--- src/rtl/instr_sequencer.sv ---
// Instruction sequencer: issuing end of the 9-bit CPU instruction bus.
// A host fills a small program buffer while idle. On start the words
// are driven one at a time, each held for a per-class number of cycles
// (ALU class when op[1] is set, memory class otherwise). Progress is
// reported through pc/busy/done.
module instr_sequencer #(
    parameter int IW         = 9,
    parameter int AW         = 5,
    parameter int ALU_CYCLES = 2,
    parameter int MEM_CYCLES = 1
) (
    input  logic          clk,
    input  logic          rst,
    input  logic          prog_we,
    input  logic [AW-1:0] prog_addr,
    input  logic [IW-1:0] prog_data,
    input  logic [AW:0]   prog_len,
    input  logic          start,
    input  logic          stop,
    output logic [IW-1:0] instruction,
    output logic          instr_valid,
    output logic          issue_pulse,
    output logic [AW-1:0] pc,
    output logic          busy,
    output logic          done
);

    localparam int DEPTH = 2 ** AW;
    localparam int HMAX  = (ALU_CYCLES > MEM_CYCLES) ? ALU_CYCLES : MEM_CYCLES;
    localparam int CW    = (HMAX > 1) ? $clog2(HMAX) : 1;

    localparam logic [1:0] ST_IDLE = 2'd0;
    localparam logic [1:0] ST_RUN  = 2'd1;
    localparam logic [1:0] ST_DONE = 2'd2;

    logic [1:0]    state;
    logic [AW:0]   len_q;
    logic [CW-1:0] cnt;
    logic [IW-1:0] prog_buf [DEPTH];

    logic [CW-1:0] hold_max;
    logic          hold_last;
    logic          pc_last;
    logic [AW-1:0] pc_nxt;

    // Hold length follows the class of the word currently on the bus;
    // the last-word test is done in AW+1 bits so len=32 never aliases.
    always_comb begin
        hold_max  = instruction[IW-1] ? CW'(ALU_CYCLES - 1) : CW'(MEM_CYCLES - 1);
        hold_last = (cnt == hold_max);
        pc_last   = ({1'b0, pc} == (len_q - (AW+1)'(1)));
        pc_nxt    = pc + AW'(1);
    end

    // Program buffer: written only while idle, never reset.
    always_ff @(posedge clk) begin
        if (prog_we && (state == ST_IDLE) && !rst) begin
            prog_buf[prog_addr] <= prog_data;
        end
    end

    // Sequencer FSM and registered outputs.
    always_ff @(posedge clk) begin
        if (rst) begin
            state       <= ST_IDLE;
            len_q       <= '0;
            cnt         <= '0;
            pc          <= '0;
            instruction <= '0;
            instr_valid <= 1'b0;
            issue_pulse <= 1'b0;
            busy        <= 1'b0;
            done        <= 1'b0;
        end else begin
            case (state)
                ST_IDLE: begin
                    done        <= 1'b0;
                    issue_pulse <= 1'b0;
                    if (start) begin
                        if (prog_len != '0) begin
                            state       <= ST_RUN;
                            len_q       <= prog_len;
                            pc          <= '0;
                            cnt         <= '0;
                            instruction <= prog_buf[0];
                            instr_valid <= 1'b1;
                            issue_pulse <= 1'b1;
                            busy        <= 1'b1;
                        end else begin
                            // Empty program: report completion without issuing.
                            state <= ST_DONE;
                            done  <= 1'b1;
                        end
                    end
                end
                ST_RUN: begin
                    if (stop) begin
                        // Abort: pc keeps the index that was in flight.
                        state       <= ST_IDLE;
                        cnt         <= '0;
                        instruction <= '0;
                        instr_valid <= 1'b0;
                        issue_pulse <= 1'b0;
                        busy        <= 1'b0;
                    end else if (hold_last) begin
                        cnt <= '0;
                        if (pc_last) begin
                            state       <= ST_DONE;
                            instruction <= '0;
                            instr_valid <= 1'b0;
                            issue_pulse <= 1'b0;
                            busy        <= 1'b0;
                            done        <= 1'b1;
                        end else begin
                            pc          <= pc_nxt;
                            instruction <= prog_buf[pc_nxt];
                            issue_pulse <= 1'b1;
                        end
                    end else begin
                        cnt         <= cnt + CW'(1);
                        issue_pulse <= 1'b0;
                    end
                end
                ST_DONE: begin
                    state <= ST_IDLE;
                    done  <= 1'b0;
                end
                default: begin
                    state       <= ST_IDLE;
                    instr_valid <= 1'b0;
                    issue_pulse <= 1'b0;
                    busy        <= 1'b0;
                    done        <= 1'b0;
                end
            endcase
        end
    end

endmodule

--- config.mk ---
export PLATFORM = sky130hd
export DESIGN_NAME = instr_sequencer
export DESIGN_NICKNAME = d
export VERILOG_FILES = /design/src/rtl/instr_sequencer.sv
export SDC_FILE = /design/constraint.sdc
export NUM_CORES = 1
export LEC_CHECK = 0
export CAP_MARGIN = 5
export CORE_UTILIZATION = 45
export CTS_CLUSTER_DIAMETER = 100
export DETAILED_ROUTE_END_ITERATION = 8
export MAX_ROUTING_LAYER = met4
export PLACE_DENSITY = 0.6
export SLEW_MARGIN = 10
export SYNTH_ARGS = -nofsm -noshare
export SYNTH_HDL_FRONTEND = slang
export SYNTH_SLANG_ARGS = --single-unit
--- constraint.sdc ---
create_clock -name clk -period 3.05 [get_ports clk]
set_clock_uncertainty 0.1 [all_clocks]
set_input_delay 0.305 -clock clk [delete_from_list [all_inputs] [get_ports clk]]
set_output_delay 0.305 -clock clk [all_outputs]
set_load 0.02 [all_outputs]
=== Yosys cells after proc, flatten, opt, wreduce, memory -nomap -nowiden ===
Memory sizes are Yosys's and may differ from the RTL's.
Index checks and enable logic that the tools add are counted.

* Word-level logic and storage cells: 82
* ROM bits: 0
* Latch bits: 0
* Input bits: 25
* Memory bits (writable): 288
* Memories: 1
* Register bits: 26

{| class="wikitable"
|+ Memories
! memory !! words !! bits a word !! rd ports !! clocked after memory_dff !! wr ports !! line !! source
|-
| prog_buf || 32 || 9 || 2 || 0 || 1 || 39 || <nowiki>logic [IW-1:0] prog_buf [DEPTH];</nowiki>
|}

* Bitwise operators: 1
* Multiply operators: 0
* Reductions and logical operators: 13
* Add/subtract/negate cells: 3
* Mux-type cells: 44
* Shift-type cells: 0
* Equality and inequality tests: 12
* Divide/modulo/power cells: 0
* Order comparisons: 0

{| class="wikitable"
|+ Operator list
! kind !! number
|-
| two-way mux 9 bit || 5
|-
| two-way mux 5 bit || 5
|-
| two-way mux 1 bit || 22
|-
| case mux 9 bit (2 select lines) || 1
|-
| AND reduction 3 bit || 4
|-
| two-way mux 2 bit || 5
|-
| inequality test 2 bit, second input constant || 5
|-
| case mux 5 bit (2 select lines) || 1
|-
| equality test 5 x 6 -> 1 bit || 1
|-
| inequality test 3 bit, second input constant || 2
|-
| case mux 1 bit (3 select lines) || 2
|-
| AND reduction 6 bit || 1
|-
| nonzero test 6 bit || 1
|-
| subtractor 6 x 1 -> 6 bit, second input constant || 1
|-
| adder 5 x 1 -> 5 bit, second input constant || 1
|-
| AND reduction 5 bit || 1
|-
| case mux 1 bit (2 select lines) || 2
|-
| case mux 2 bit (2 select lines) || 1
|-
| AND reduction 4 bit || 1
|-
| equality test 2 x 1 -> 1 bit, second input constant || 1
|-
| equality test 2 bit, second input constant || 1
|-
| logical AND 1 bit || 2
|-
| logical NOT 2 bit || 1
|-
| inequality test 2 x 1 -> 1 bit, second input constant || 1
|-
| 5 further kinds || 5
|}

=== Logic depth before layout (Yosys ltp) ===
Gate-level depths: netlist of run 1.

* Word-level depth: 6
* Gate-level depth with buffers: 9
* Depth with buffers taken out: 8

=== Worst setup path after synthesis of run 1 ===
Ideal clock, no wire load.

* Kind: reg2reg
* Start point: register pc[1]
* End point: register instruction[6]
* Cell stages (with the launch flop): 8
* Path slack: 0.704 ns
* Data arrival time: 2.158 ns
* Setup time: 0.088 ns
* Path buffers: 2
* Clock period less this slack: 2.346 ns
* Path through: dfxtp_1 > ha_1 > buf_2 > xor2_2 > clkbuf_1 > nand2_1 > a32o_1 > o32ai_2

* Cells in the longest elaborated chain, start to end: 6
* Elaborated cells on any way between the ends: 7
* Classes of those cells: add/sub: 1; eq/ne: 1; mux: 4; memory: 1

{| class="wikitable"
|+ Ends and longest elaborated chain
! what !! line !! source
|-
| start, declared || 23 || <nowiki>output logic [AW-1:0] pc,</nowiki>
|-
| start signal, assigned || 115 || <nowiki>pc <= pc_nxt;</nowiki>
|-
| adder 5 x 1 -> 5 bit || 52 || <nowiki>pc_nxt = pc + AW'(1);</nowiki>
|-
| memory read (32 x 9 bit) || - ||
|-
| two-way mux 9 bit (*) || 107 || <nowiki>if (pc_last) begin</nowiki>
|-
| two-way mux 9 bit (*) || 105 || <nowiki>end else if (hold_last) begin</nowiki>
|-
| two-way mux 9 bit (*) || 97 || <nowiki>if (stop) begin</nowiki>
|-
| case mux 9 bit (2 select lines) (*) || 75 || <nowiki>case (state)</nowiki>
|-
| end signal, assigned || 85 || <nowiki>instruction <= prog_buf[0];</nowiki>
|-
| end signal, assigned || 116 || <nowiki>instruction <= prog_buf[pc_nxt];</nowiki>
|-
| end, declared || 20 || <nowiki>output logic [IW-1:0] instruction,</nowiki>
|}

Mark *: on every way between the ends. The rest lies on a longest branch, timed or not. The select of a mux whose other input is x is not followed.
A chain may end at the register's enable or synchronous reset.

=== Worst setup path in the final report of run 1 ===
* Start point: register len_q[0]
* End point: register done

* Cells in the longest elaborated chain, start to end: 4

{| class="wikitable"
|+ Ends and longest elaborated chain
! what !! line !! source
|-
| start, declared || 37 || <nowiki>logic [AW:0] len_q;</nowiki>
|-
| start signal, assigned || 82 || <nowiki>len_q <= prog_len;</nowiki>
|-
| subtractor 6 x 1 -> 6 bit || 51 || <nowiki>pc_last = ({1'b0, pc} == (len_q - (AW+1)'(1)));</nowiki>
|-
| equality test 5 x 6 -> 1 bit || 51 ||
|-
| inequality test 2 bit (no line) || - ||
|-
| AND reduction 3 bit (no line) || - ||
|-
| end signal, assigned || 73 || <nowiki>done <= 1'b0;</nowiki>
|-
| end signal, assigned || 77 || <nowiki>done <= 1'b0;</nowiki>
|-
| end signal, assigned || 92 || <nowiki>done <= 1'b1;</nowiki>
|-
| end, declared || 25 || <nowiki>output logic done</nowiki>
|}

Every way passes these cells.

==> impl_results.md, run 1 <==
* Clock Tree Root: clkbuf_16
* Cell chain of the critical path: inv_1 > ha_1 > xor2_1 > nand2_1 > a2111oi_2 > nand2_1 > o311a_1 > nor4_1
* Mean Syn Cell Area at about 18 µm²
* Top FF cell, synth: edfxtp_1
* Worst setup path category: register to register
* Synth top area share at approximately two thirds
* Io pins at 43
* Cell Area, Synth at between 10,000 and 15,000 µm²
* Tcrit/Tclk final at 88.2%
* Share of post-route cells with drive strength above 1 at between 20% and 30%
* GRT Util Overall at 21.5%
* Yosys warns at 0
* Register area share after synthesis at 72.2%
* Critical Path Fanout Max at 4
* Die Area at about 29,000 µm²
* Utilization after layout at a little over half
* Clock Latency Late Sink at around 520 ps
* Final Max Slew Viols at 0
* First-pass GRT wire length at about 44 mm
* Hold Path Class: input port to register
* Largest net degree at the start of global routing at 46
* Dpl cell area at between 10,000 and 15,000 µm²
* Detailed router's first-iteration violation count at 627
* CP delay by family, top: compound AO/OA/AOI/OAI gates
* Final ANT Viol Nets at 0
* Drt via density at ~5.7
* Post-CTS Hold Fix Bufs at 0
* FP Rows at 61
* Final WL at about 29 mm
* Unrepaired setup endpoints after global routing: no
* Register area at ~9200 µm²
* CTS sink cnt at 314
* Fmax at between 300 and 400 MHz
* Post-Synthesis Cells at about 700
* Reg clk slew, reported paths at 60 ps
* CTS tree: built
* Final setup violation count at 0
* Worst slew pin tran at around 900 ps
* Post-DR wirelength/cell at around 24 µm
* Ys async rst share at 0%
* Yosys top cell by area: edfxtp_1
* Setup TNS at 0 ps
* Postcts setup bufs at 0
* Port Buffers at 42
* Highest-delay cell along the critical path: a2111oi_2
* # diodes at 0
* Initial antenna violation count at 0
* Most numerous cell in the Yosys netlist: edfxtp_1
* Vias in the first global route at 7,036
* P_leak at 0.00473 µW
* Fillers at 2,208
* Post-DP HPWL at roughly 19 mm
* Core area at roughly 28,000 µm²
* Top cells by area, synth: edfxtp_1 68%, mux4_2 13%, dfxtp_1 4.1%, mux2i_1 1.9%, nor2_1 1.7%
* P&R area growth vs syn at 18.5%
* CP Data Required Time at ~3300 ps
* Commonest cells in the netlist: 288 x edfxtp_1, 72 x mux4_2, 56 x nor2_1, 50 x nand2_1, 26 x dfxtp_1
* Initial Utilization at 45.7%
* Number of flops mapped to enable cells by yosys at 288
* Slew headroom at around two fifths
* Peak supply drop at 0.000460 V
* Final GP Congestion at ~0.87
* Grt total ovfl at 0
* Max incr delay on CP at just over 600 ps
* Area occupied by multi-input gates at around 3300 µm²
* Critical path buffers and inverters at 1
* CTS max path bufs at 3
* Initial DRT Pass Iterations at 5
* Cts bufs inserted at 35
* # DRC at 0
* CP endpoint kind: register
* Die height at roughly 170 µm
* Finished Cell Area at between 15,000 and 20,000 µm²
* Syn nets at a little over 700
* Setup crit start kind: register
* Max-cap violations at 0
* Crit path DAT at ~3000 ps
* Die width at 170 µm
* Nets at 820
* Most frequent CP cell: nand2_1
* Post-CTS sizing at 0
* Pwr dens at around 620 nW/µm²
* Status: finished, final reports clean
* Final hold viol count at 0
* Tmin final at approximately 2700 ps
* #FFs+latches synth at roughly 310
* Via count at approximately 6,800
* H-tree depth at 2
* Synth unique cells at between 40 and 50
## layer usage
layer  vias to the layer above  share of wire, %  global-route usage, %
li1                       3006                 -                      -
met1                      3499                43                   28.6
met2                       220                49                   34.6
met3                        58               4.9                   3.05
met4                         0               2.6                   6.19
met5                         -                 0                      -
## worst paths after layout
check              startpoint  endpoint  slack, ps  depth (start not counted)
setup reg to reg     len_q[0]      done        360                          8
hold reg to reg          busy      busy        380                          2
setup / recovery     len_q[0]      done        360                          8
hold / removal    prog_len[5]  len_q[5]        370                          3
## final cells by class
type                       instances  share of cell area, %
timing repair buffer              99                   5.97
clock inverter                    22                   1.37
tap                              378                   3.14
inverter                          10                  0.249
clock buffer                      40                   6.08
multi-input combinational        332                   22.2
sequential                       314                   60.9
## flip-flops by register name (all words and copies together) (netlist names)
register,cells
pc,5
issue_pulse,1
len_q,6
done,1
state,2
cnt,1
prog_buf,288
instruction,9
busy,1
## cell families after synthesis
logic type | count (synthesis) | synth area share, %
flip-flops | 314 | 72.2
AND/OR/NAND/NOR | 151 | 5.47
multiplexers | 96 | 14.7
AO/OA/AOI/OAI | 74 | 5.09
buffers and inverters | 47 | 1.70
XOR/XNOR | 8 | 0.611
adder cells (fa/ha/maj) | 3 | 0.296
## where the power goes
group | internal, µW | leakage [µW] | switching [µW]
registers | 4730 | 0.00280 | 25.1
logic | 248 | 0.00138 | 327
clock network | 2420 | 0.000547 | 1650
## per-stage QoR
| step | setup slack (ps) | total power (µW) | hold WS [ps] | std cells |
|---|---|---|---|---|
| after floorplan | 704 | 5160 | 304 | 693 |
| after global placement | 407 | 5410 | 362 | 1133 |
| after detailed placement | 408 | 5420 | 379 | 1133 |
| after CTS | 333 | 9480 | 355 | 1195 |
| after global routing | 222 | 9690 | 381 | 1195 |
| final | 361 | 9400 | 371 | 1195 |
## worst register-to-register path, stage by stage (launching register included)
cell       delay [ps]
dfxtp_1           390
inv_1              80
ha_1              300
xor2_1            130
nand2_1            80
a2111oi_2         620
nand2_1           190
o311a_1           330
nor4_1            330
## layout by cell type, fill, tap and decap left out, types with 10 or more instances in the layout
master,n
a32o_1,18
dfxtp_1,25
clkbuf_16,36
a31oi_1,11
nand2_1,50
mux4_2,72
clkdlybuf4s50_1,42
edfxtp_1,288
clkinv_2,10
nor2_1,56
buf_4,53
mux2i_1,24
a21oi_1,12
inv_1,10
No activity file was read; power rests on OpenSTA's default activity.
==> run 2, diff against run 1 <==
--- a/config.mk
+++ b/config.mk
@@ -5,7 +5,7 @@
 export SDC_FILE = /design/constraint.sdc
 export NUM_CORES = 1
 export LEC_CHECK = 0
-export CAP_MARGIN = 5
+export CORE_MARGIN = 2
 export CORE_UTILIZATION = 45
 export CTS_CLUSTER_DIAMETER = 100
 export DETAILED_ROUTE_END_ITERATION = 8
==> impl_results.md, run 2 (same netlist as run 1, synthesis figures left out) <==
* Finished Cell Area at 15,000 µm² (was 15,100 µm²)
* Flop-to-flop setup slack at 470 ps (was 360 ps)
* Setup TNS at 0 ps (unchanged)
* Most common cell after layout, fill and taps aside: edfxtp_1 (unchanged)
* FP Rows at 61 (unchanged)
* Die height at 172 µm (was 170 µm)
* Cell chain of the critical path: inv_1 > ha_1 > xor2_1 > nand2_1 > a2111oi_2 > a21boi_4 > or3b_2 > a21oi_1 (was inv_1 > ha_1 > xor2_1 > nand2_1 > a2111oi_2 > nand2_1 > o311a_1 > nor4_1)
* Unrepaired setup endpoints after global routing: no (unchanged)
* Final GP Congestion at 0.857 (was 0.871)
* Reg clk slew, reported paths at 60 ps (about the same)
* Hold path endpoint: len_q[3] (was len_q[5])
* Initial Utilization at 45.7% (unchanged)
* CTS sink cnt at 314 (unchanged)
* GRT Util Overall at 20.3% (was 21.5%)
* Slew headroom at 25.0% (was 38.5%)
* Setup crit start kind: register (unchanged)
* Die Area at 29,600 µm² (was 28,900 µm²)
* Pwr Total at 9190 µW (was 9400 µW)
* Sw frac at 20.8% (was 21.3%)
* Pwr dens at 614 nW/µm² (was 624 nW/µm²)
* Hold Path Class: input port to register (unchanged)
* FF-to-FF path depth at 8 (unchanged)
* Worst r2r src: len_q[0] (unchanged)
* Final ANT Viol Nets at 0 (unchanged)
* Cts bufs inserted at 34 (was 35)
* Post-DP HPWL at 18.0 mm (was 18.6 mm)
* Core area at 27,800 µm² (unchanged)
* Highest-delay cell along the critical path: a2111oi_2 (unchanged)
* Initial DRT Pass Iterations at 4 (was 5)
* Layout Cells excl Fill at 1,193 (was 1,195)
* Post-CTS Hold Fix Bufs at 0 (unchanged)
* Largest net degree at the start of global routing at 54 (was 46)
* Grt total ovfl at 0 (unchanged)
* Io pins at 43 (unchanged)
* Critical Path Fanout Max at 8 (was 4)
* Max incr delay on CP at 580 ps (was 620 ps)
* Dpl cell area at 13,900 µm² (about the same)
* Post-CTS sizing at 0 (unchanged)
* Min Hold Slack at 352 ps (was 371 ps)
* Tcrit/Tclk final at 84.6% (was 88.2%)
* Hold_sp: prog_len[3] (was prog_len[5])
* Via count at 6,723 (was 6,783)
* Fillers at 2,192 (was 2,208)
* Postcts setup bufs at 0 (unchanged)
* Hold Path Stages at 3 (unchanged)
* Max-cap violations at 0 (unchanged)
* Die width at 172 µm (was 170 µm)
* Most frequent cells in the layout: 288 x edfxtp_1, 72 x mux4_2, 58 x buf_4, 56 x nor2_1, 50 x nand2_1 (was 288 x edfxtp_1, 72 x mux4_2, 56 x nor2_1, 53 x buf_4, 50 x nand2_1)
* Pint at 7280 µW (was 7400 µW)
* Comb pwr share at 6.1% (about the same)
* Status: finished, final reports clean (unchanged)
* Drt via density at 5.64 (was 5.68)
* H-tree depth at 2 (unchanged)
* First-pass GRT wire length at 42.4 mm (was 43.5 mm)
* Vias in the first global route at 6,818 (was 7,036)
* Placed cells at 1,136 (was 1,133)
* Critical path buffers and inverters at 1 (unchanged)
* Max FFs per register at 288 (unchanged)
* Port Buffers at 42 (unchanged)
* Tmin final at 2580 ps (was 2690 ps)
* Peak supply drop at 0.000506 V (was 0.000460 V)
* Detailed router's first-iteration violation count at 619 (was 627)
* P&R area growth vs syn at 17.8% (was 18.5%)
* Final Max Slew Viols at 0 (unchanged)
* Switching pwr at 1910 µW (was 2000 µW)
* Largest register by flop count: prog_buf (unchanged)
* CP endpoint kind: register (unchanged)
* Fmax at 387 MHz (was 372 MHz)
* Biggest registers after layout: prog_buf (288), instruction (9), len_q (6) (unchanged)
* Final hold viol count at 0 (unchanged)
* Worst setup path category: register to register (unchanged)
* CTS max path bufs at 3 (unchanged)
* Final WL at 28.4 mm (was 29.0 mm)
* Clock power share at 42.2% (was 43.3%)
* Final setup violation count at 0 (unchanged)
* CTS tree: built (unchanged)
* Share of post-route cells with drive strength above 1 at 24.3% (was 25.0%)
* # diodes at 0 (unchanged)
* Worst flop-to-flop path endpoint: pc[1] (was done)
* CP startpoint: len_q[0] (unchanged)
* Worst slew pin tran at 1110 ps (was 897 ps)
* Clock Latency Late Sink at 510 ps (was 520 ps)
* CP Data Required Time at 3390 ps (was 3330 ps)
* Post-DR wirelength/cell at 23.8 µm (was 24.2 µm)
* Register share of total power at 51.7% (was 50.6%)
* Initial antenna violation count at 0 (unchanged)
* Clock Tree Root: clkbuf_16 (unchanged)
* P_leak at 0.00471 µW (was 0.00473 µW)
* Crit path DAT at 2920 ps (was 2970 ps)
* # DRC at 0 (unchanged)
* Nets at 822 (was 820)
* CP delay by family, top: compound AO/OA/AOI/OAI gates (unchanged)
[run 2: worst max path at each step]
stage	slack, ps	cells after the start	endpoint
global placement	540	6	prog_buf[16][1]
floorplan	700	7	instruction[6]
detailed placement	480	8	pc[1]
global route	310	8	pc[1]
finish	470	8	pc[1]
CTS	460	8	pc[1]
[run 2: final cells by class]
| type | instances | area (µm²) | share of cell area, % |
|---|---|---|---|
| clock buffers | 46 | 970 | 6.48 |
| clock inverters | 11 | 80.1 | 0.535 |
| inverters | 10 | 37.5 | 0.251 |
| multi-input cells | 332 | 3340 | 22.3 |
| flip-flops and latches | 314 | 9170 | 61.3 |
| well taps | 378 | 473 | 3.16 |
| repair buffers | 102 | 896 | 5.99 |
[run 2: metrics by stage]
stage,setup WS (ps),util (%)
after global routing,309,53.9
after global placement,541,50.1
after floorplan,704,-
after CTS,458,53.9
final,469,53.9
after detailed placement,477,50.1
[run 2: tightest hold or removal path: stages]
cell and delay (ps):
clkdlybuf4s50_1 430, a21oi_1 130, nor2_1 50
[run 2: metal layers]
metal / global-route usage, % / up-vias / part of all wire [%]
li1: - / 3004 / -
met1: 27.8 / 3477 / 45
met2: 32.1 / 197 / 49
met3: 3.04 / 45 / 4.6
met4: 5.63 / 0 / 1.9
met5: - / - / 0
[run 2: power groups by stage]
stage,clock network (µW),logic [µW],registers (µW)
CTS,3950,567,4760
global placement,0,558,4840
finish,3880,558,4760
detailed placement,0,565,4850
floorplan,0,305,4850
global route,4140,600,4760
